==> config.mk <==
export PLATFORM = sky130hd
export DESIGN_NAME = image_receiver
export DESIGN_NICKNAME = d
export VERILOG_FILES = /design/src/rtl/image_receiver.sv
export SDC_FILE = /design/constraint.sdc
export NUM_CORES = 1
export LEC_CHECK = 0
export ABC_AREA = 0
export BUFFER_PORTS_ARGS = -buffer_cell sky130_fd_sc_hd__buf_4
export CELL_PAD_IN_SITES_DETAIL_PLACEMENT = 2
export CELL_PAD_IN_SITES_GLOBAL_PLACEMENT = 2
export CORE_ASPECT_RATIO = 1.1
export CORE_UTILIZATION = 35
export DETAILED_ROUTE_END_ITERATION = 10
export PLACE_DENSITY = 0.72
export SETUP_SLACK_MARGIN = 0.4
export SLEW_MARGIN = 20
export SYNTH_ARGS = -nofsm -noshare
export SYNTH_HDL_FRONTEND = slang
export SYNTH_SLANG_ARGS = --single-unit
==> constraint.sdc <==
create_clock -name clk -period 1.7 [get_ports clk]
set_input_delay 0.255 -clock clk [delete_from_list [all_inputs] [get_ports clk]]
set_output_delay 0.255 -clock clk [all_outputs]
set_load 0.03 [all_outputs]
==> src/rtl/image_receiver.sv <==
// UART 8N1 receiver that locks onto the start-of-frame marker and writes RGB444 pixels into a frame buffer.
// Optional stalled-frame abort is built when IMAGE_RECEIVER_TIMEOUT_EN is defined.
module image_receiver #(
   parameter int          NUM_PIXELS   = 76800,
   parameter int          BAUD_RATE    = 115200,
   parameter int          CLOCK_SPEED  = 50_000_000,
   parameter logic [11:0] START_PIXEL  = 12'h00A,
   parameter int          IDLE_TIMEOUT = 500000
) (
   input  logic        clk,
   input  logic        rst_n,
   input  logic        uart_in,
   output logic        wr_en,
   output logic [16:0] wr_address,
   output logic [11:0] wr_data,
   output logic        frame_done,
   output logic        receiving,
   output logic        error
);
   localparam int CLKS_PER_BIT = CLOCK_SPEED / BAUD_RATE;
   localparam int CNT_W        = $clog2(CLKS_PER_BIT + 1);
   localparam logic [CNT_W-1:0] BIT_END  = CNT_W'(CLKS_PER_BIT - 1);
   localparam logic [CNT_W-1:0] HALF_END = CNT_W'(CLKS_PER_BIT / 2 - 1);
   localparam logic [16:0]      LAST_ADDR = 17'(NUM_PIXELS - 1);
   localparam logic [7:0]       MARK_HI   = {4'h0, START_PIXEL[11:8]};
   localparam logic [7:0]       MARK_LO   = START_PIXEL[7:0];

   typedef enum logic [1:0] {RX_IDLE, RX_START, RX_DATA, RX_STOP} rx_state_t;
   typedef enum logic [1:0] {HUNT, PIX_HI, PIX_LO} fr_state_t;

   logic sync_a, sync_b, sync_c, rx_fall;
   rx_state_t rx_state, rx_next;
   logic [CNT_W-1:0] bit_cnt;
   logic [2:0] bit_idx;
   logic [7:0] shift, byte_dat;
   logic bit_end, half_end, cnt_clr, shift_en, stop_smp;
   logic byte_vld, frame_err;

   fr_state_t fr_state, fr_next;
   logic [7:0]  prev_byte;
   logic [3:0]  hi_nib;
   logic [16:0] addr_cnt;
   logic in_frame, lock, fmt_err, pix_wr, last_pix, abort, timeout;

   always_ff @(posedge clk or negedge rst_n) begin
      if (!rst_n) begin
         sync_a <= 1'b1;
         sync_b <= 1'b1;
         sync_c <= 1'b1;
      end else begin
         sync_a <= uart_in;
         sync_b <= sync_a;
         sync_c <= sync_b;
      end
   end

   assign rx_fall  = sync_c & ~sync_b;
   assign bit_end  = (bit_cnt == BIT_END);
   assign half_end = (bit_cnt == HALF_END);

   always_ff @(posedge clk or negedge rst_n) begin
      if (!rst_n) rx_state <= RX_IDLE;
      else        rx_state <= rx_next;
   end

   always_comb begin
      rx_next = rx_state;
      case (rx_state)
         RX_IDLE:  if (rx_fall) rx_next = RX_START;
         RX_START: if (half_end) rx_next = sync_b ? RX_IDLE : RX_DATA;
         RX_DATA:  if (bit_end && bit_idx == 3'd7) rx_next = RX_STOP;
         RX_STOP:  if (bit_end) rx_next = RX_IDLE;
         default:  rx_next = RX_IDLE;
      endcase
   end

   always_comb begin
      cnt_clr  = (rx_state == RX_IDLE) || (rx_next != rx_state) ||
                 (rx_state == RX_DATA && bit_end);
      shift_en = (rx_state == RX_DATA) && bit_end;
      stop_smp = (rx_state == RX_STOP) && bit_end;
   end

   // byte_vld / frame_err fire the cycle after the mid-stop sample
   always_ff @(posedge clk or negedge rst_n) begin
      if (!rst_n) begin
         bit_cnt   <= '0;
         bit_idx   <= '0;
         shift     <= '0;
         byte_dat  <= '0;
         byte_vld  <= 1'b0;
         frame_err <= 1'b0;
      end else begin
         bit_cnt <= cnt_clr ? '0 : bit_cnt + CNT_W'(1);
         if (rx_state == RX_IDLE) begin
            bit_idx <= '0;
         end else if (shift_en) begin
            bit_idx <= bit_idx + 3'd1;
            shift   <= {sync_b, shift[7:1]};
         end
         byte_vld  <= stop_smp & sync_b;
         frame_err <= stop_smp & ~sync_b;
         if (stop_smp) byte_dat <= shift;
      end
   end

   assign in_frame = (fr_state != HUNT);

   always_ff @(posedge clk or negedge rst_n) begin
      if (!rst_n) fr_state <= HUNT;
      else        fr_state <= fr_next;
   end

   always_comb begin
      fr_next = fr_state;
      case (fr_state)
         HUNT:    if (lock) fr_next = PIX_HI;
         PIX_HI:  if (abort || fmt_err) fr_next = HUNT;
                  else if (byte_vld)   fr_next = PIX_LO;
         PIX_LO:  if (abort || last_pix) fr_next = HUNT;
                  else if (byte_vld)     fr_next = PIX_HI;
         default: fr_next = HUNT;
      endcase
   end

   always_comb begin
      lock     = (fr_state == HUNT) && byte_vld && prev_byte == MARK_HI && byte_dat == MARK_LO;
      fmt_err  = (fr_state == PIX_HI) && byte_vld && byte_dat[7:4] != 4'h0;
      pix_wr   = (fr_state == PIX_LO) && byte_vld;
      last_pix = pix_wr && addr_cnt == LAST_ADDR;
      abort    = in_frame && (frame_err || timeout);
   end

   // prev_byte starts at a non-marker value so a lone 0x0A after reset cannot lock
   always_ff @(posedge clk or negedge rst_n) begin
      if (!rst_n) begin
         prev_byte  <= 8'hFF;
         hi_nib     <= '0;
         addr_cnt   <= '0;
         wr_en      <= 1'b0;
         wr_address <= '0;
         wr_data    <= '0;
         frame_done <= 1'b0;
         receiving  <= 1'b0;
         error      <= 1'b0;
      end else begin
         wr_en      <= pix_wr;
         frame_done <= last_pix;
         if (byte_vld) prev_byte <= byte_dat;
         if (fr_state == PIX_HI && byte_vld) hi_nib <= byte_dat[3:0];
         if (lock)        addr_cnt <= '0;
         else if (pix_wr) addr_cnt <= addr_cnt + 17'd1;
         if (pix_wr) begin
            wr_address <= addr_cnt;
            wr_data    <= {hi_nib, byte_dat};
         end
         if (lock)                                  receiving <= 1'b1;
         else if (last_pix || fmt_err || abort)     receiving <= 1'b0;
         if (lock)                                  error <= 1'b0;
         else if (fmt_err || frame_err || timeout)  error <= 1'b1;
      end
   end

`ifdef IMAGE_RECEIVER_TIMEOUT_EN
   localparam int TO_W = $clog2(IDLE_TIMEOUT + 1);
   logic [TO_W-1:0] idle_cnt;

   always_ff @(posedge clk or negedge rst_n) begin
      if (!rst_n)                    idle_cnt <= '0;
      else if (!in_frame || byte_vld) idle_cnt <= '0;
      else                           idle_cnt <= idle_cnt + TO_W'(1);
   end

   assign timeout = in_frame && !byte_vld && idle_cnt == TO_W'(IDLE_TIMEOUT - 1);
`else
   assign timeout = 1'b0;
`endif

endmodule

==> impl_metrics.ini <==
[power_and_ir_drop]
total_power_per_unit_cell_area_nw_per_um2 = 794
leakage_nw = 3.31
fin_total_pwr_mw = 5.47
power.ir.vdd_worst_mv = 0.949

[finish]
finish.utilization_pct = 57.0
proportion_of_layout_cells_with_a_drive_suffix_above_1_pct = 57.5
area_delta_synth_final_pct = 58.6
fill_cells = 1096
sequential_cell_area_um2 = 2500
antenna_cells_inserted = 0
design.final.nets = 529
multi_input_comb_area_um2 = 2440

[setup_path]
critPathCaptureType = flop
worst_setup_path_start_kind = flop
worstPathCellList = ha_4, nand4b_4, buf_6, nor4_4, a311oi_2, or3_1
critical_path.max_stage_delay_ns = 0.44
worstRegToRegCells = 6
crit_required_ns = 1.93
critPathArrivalTime_ns = 2.08
critical_path.reg2reg.endpoint = fr_state[0]$_DFFE_PN0P_
worst_r2r_startpoint = addr_cnt[1]$_DFFE_PN0P_
critPathKind = flop to flop
cpMaxStageDelayCell = dfrtp_1
path_max_fanout = 2
reg2reg_slack_ns = -0.14

[grt]
grt.total_usage_pct = 25.3
grt_first_pass_wirelength_um = 23500
first_global_vias = 4041
antenna_violations_before_repair = 0
globalRouteOverflowTotal = 0
grt_start_max_net_pins = 43

[floorplanning]
floorplan.initialDensity_pct = 35.9
num_rows = 42
core_um2 = 12100
chipHeight_um = 119
pin_count = 36
die_area_um2 = 12900
chipWidth_um = 108

[clocking]
tritoncts = done
numClockSinks = 99
clock_tree.root_cell = clkbuf_16
clkSlewWorstSetupHoldPaths_ns = 0.08
ctsLongestPathBuffers = 2
clock_tree.htree_level_count = 3
worstSkewPairLatency_ns = 0.37
number_of_buffers_created_by_cts = 9

[detailed_routing]
final_wl_um = 18600
firstDrtPassIters = 4
remaining_drc_errors = 0
via_count = 3619
wire_per_inst_um = 27.4
antenna_left = 0
dr.first_iter.drc_count = 201
routed-wl-met3_um = 466
met1Wirelength_um = 6830
detailroute.wirelength.met2_um = 10400
top_layer = met4
avgViaCountPerCell = 5.33

[logic_synthesis]
yosysWarningCount = 0
synthFlopType = dfrtp_1
postSynth.asyncResetShare_pct = 100
number_of_different_library_cells_in_the_post_synthesis_netlist = 49
netlist_instances = 394
most_frequent_cell_after_synthesis = nand2_1
yosysTopAreaCellShare_pct = 50.7
synthesis.nets = 403
yosys-top-cells-area = dfrtp_1 (51%), nand2_1 (8.2%), mux2_2 (7.3%), dfstp_2 (6.7%), xnor2_1 (3.4%)
synth.ff_latch_count = 99
synth.cell_area_um2 = 4340
synthesis.area_per_instance_um2 = 11.0
synth_area_leader_cell = dfrtp_1
ys_top_cells_by_count = nand2_1 (95), dfrtp_1 (88), nor2_1 (38)
seq_area_frac_synth_pct = 57.4
synth_enable_flop_cells = 0

[sta]
timing.fmax_ghz = 0.543
slew_viol_final = 0
final_hold_viol_count = 0
slew_headroom_pct = 72.3
post-route-min-period_ns = 1.84
grt_setup_unrepaired = true
tightestPinTransition_ns = 0.410
report.final.setup_viol = 17
min_period_over_period_pct = 108
worst_setup_slack_final_ns = -0.141
hold_ws_ns = 0.343
finClkSkew_ns = 0.0181

[place]
dp_worst_slack_ns = -0.0857
io_buffer_count = 35
globalplace.congestion = 0.726
dpl_hpwl_um = 7940

[status]
status = finished with violations
failed_checks = negative setup slack

[flow_run]
drv_cap = 0

[hold_path]
min_path_type = input pin to asynchronous set/reset pin
## placed cells by master (no fill, tap or decap), drive strengths merged
| cell type | synthesis | layout |
|---|---|---|
| or3 | 1 | 1 |
| and3 | 5 | 5 |
| and2 | 2 | 2 |
| a21oi | 5 | 5 |
| mux2 | 28 | 28 |
| xnor2 | 17 | 17 |
| a311o | 3 | 3 |
| nand3 | 8 | 8 |
| and4 | 3 | 3 |
| nor3 | 7 | 7 |
| or3b | 1 | 1 |
| nand2 | 95 | 95 |
| nor4 | 12 | 12 |
| inv | 7 | 13 |
| dfrtp | 88 | 88 |
| and3b | 1 | 1 |
| nand3b | 3 | 3 |
| and2b | 2 | 2 |
| o21bai | 1 | 1 |
| a311oi | 2 | 2 |
| nand4 | 8 | 8 |
| nand4b | 4 | 4 |
| nor2b | 1 | 1 |
| o21ai | 3 | 3 |
| ha | 6 | 6 |
| nor2 | 39 | 39 |
| and4bb | 2 | 2 |
| bufinv | 0 | 1 |
| dfstp | 11 | 11 |
| xor2 | 4 | 4 |
| clkbuf | 9 | 12 |
| nor3b | 3 | 3 |
| o211ai | 1 | 1 |
| dlygate4sd3 | 0 | 2 |
| a211o | 1 | 1 |
| buf | 7 | 126 |
| nor4bb | 1 | 1 |
| a41oi | 1 | 1 |
| nor4b | 2 | 2 |
## where the power goes
| group | internal [mW] | switching (mW) |
|---|---|---|
| Sequential | 2.42 | 0.0654 |
| Clock | 1.22 | 1.09 |
| Combinational | 0.336 | 0.340 |
| Total | 3.97 | 1.49 |
## area by class of cell
| type | count | share of cell area (%) |
|---|---|---|
| repair inverters | 1 | 0.127 |
| repair buffers | 130 | 20.1 |
| inverters | 7 | 0.618 |
| flip-flops and latches | 99 | 36.3 |
| well taps | 154 | 2.80 |
| clock inverters | 6 | 1.11 |
| clock buffers | 10 | 3.47 |
| multi-input cells | 272 | 35.4 |
## metal layers
| metal | vias to the layer above | global-route usage [%] |
|---|---|---|
| li1 | 1596 | - |
| met1 | 1884 | 28.0 |
| met2 | 89 | 46.6 |
| met3 | 50 | 3.78 |
| met4 | 0 | 11.6 |
| met5 | - | 0 |
## how the worst max path moves through the flow
stage / from / slack, ns / cells after the start / to
2_1_floorplan: bit_cnt[1]$_DFF_PN0_ / -0.05 / 6 / shift[0]$_DFFE_PN0P_
4_1_cts: bit_cnt[1]$_DFF_PN0_ / 0.01 / 7 / shift[3]$_DFFE_PN0P_
3_5_place_dp: bit_cnt[1]$_DFF_PN0_ / -0.09 / 7 / shift[3]$_DFFE_PN0P_
5_1_grt: addr_cnt[1]$_DFFE_PN0P_ / -0.18 / 6 / fr_state[0]$_DFFE_PN0P_
3_3_place_gp: bit_cnt[1]$_DFF_PN0_ / 0.01 / 7 / shift[5]$_DFFE_PN0P_
6_report: addr_cnt[1]$_DFFE_PN0P_ / -0.14 / 6 / fr_state[0]$_DFFE_PN0P_
## worst max-delay path: cells and delay by family (launching register included)
kind / cells / cell delay (ns)
adders and majority gates: 1 / 0.19
AOI/OAI and AO/OA: 1 / 0.16
DFF: 1 / 0.44
and+or+nand+nor: 3 / 0.78
buffers and inverters: 1 / 0.15
## timing repair
item,in CTS,in global routing
gates cloned,8,2
pin swaps,35,57
endpoints found under the setup margin,86,87
hold endpoints to repair,18,0
gates resized for setup,74,127
buffers inserted,33,14
hold buffers,2,0
## logic make-up after synthesis
kind of cell             share of synthesized area, %
adder cells (fa/ha/maj)                          1.73
AO/OA/AOI/OAI                                    2.85
AND/OR/NAND/NOR                                  24.1
multiplexers                                     7.26
buffers and inverters                            2.45
flip-flops                                       57.4
XOR/XNOR                                         4.24
## state kept, by name, summed over array words and instances, names as in the netlist, 2 cells and up
| signal | cells |
|---|---|
| hi_nib | 4 |
| bit_cnt | 9 |
| prev_byte | 8 |
| wr_address | 17 |
| bit_idx | 3 |
| rx_state | 2 |
| fr_state | 2 |
| addr_cnt | 17 |
| wr_data | 12 |
| shift | 8 |
| byte_dat | 8 |
## stage by stage
stage,std cells,TNS (ns),area (um2)
4_1_cts,663,0,6210
6_report,679,-0.803,6880
3_5_place_dp,604,-0.565,5160
3_3_place_gp,604,0,5160
5_1_grt,679,-2.60,6880
2_1_floorplan,394,-0.420,4490
Power figures use the tool's default switching activity.
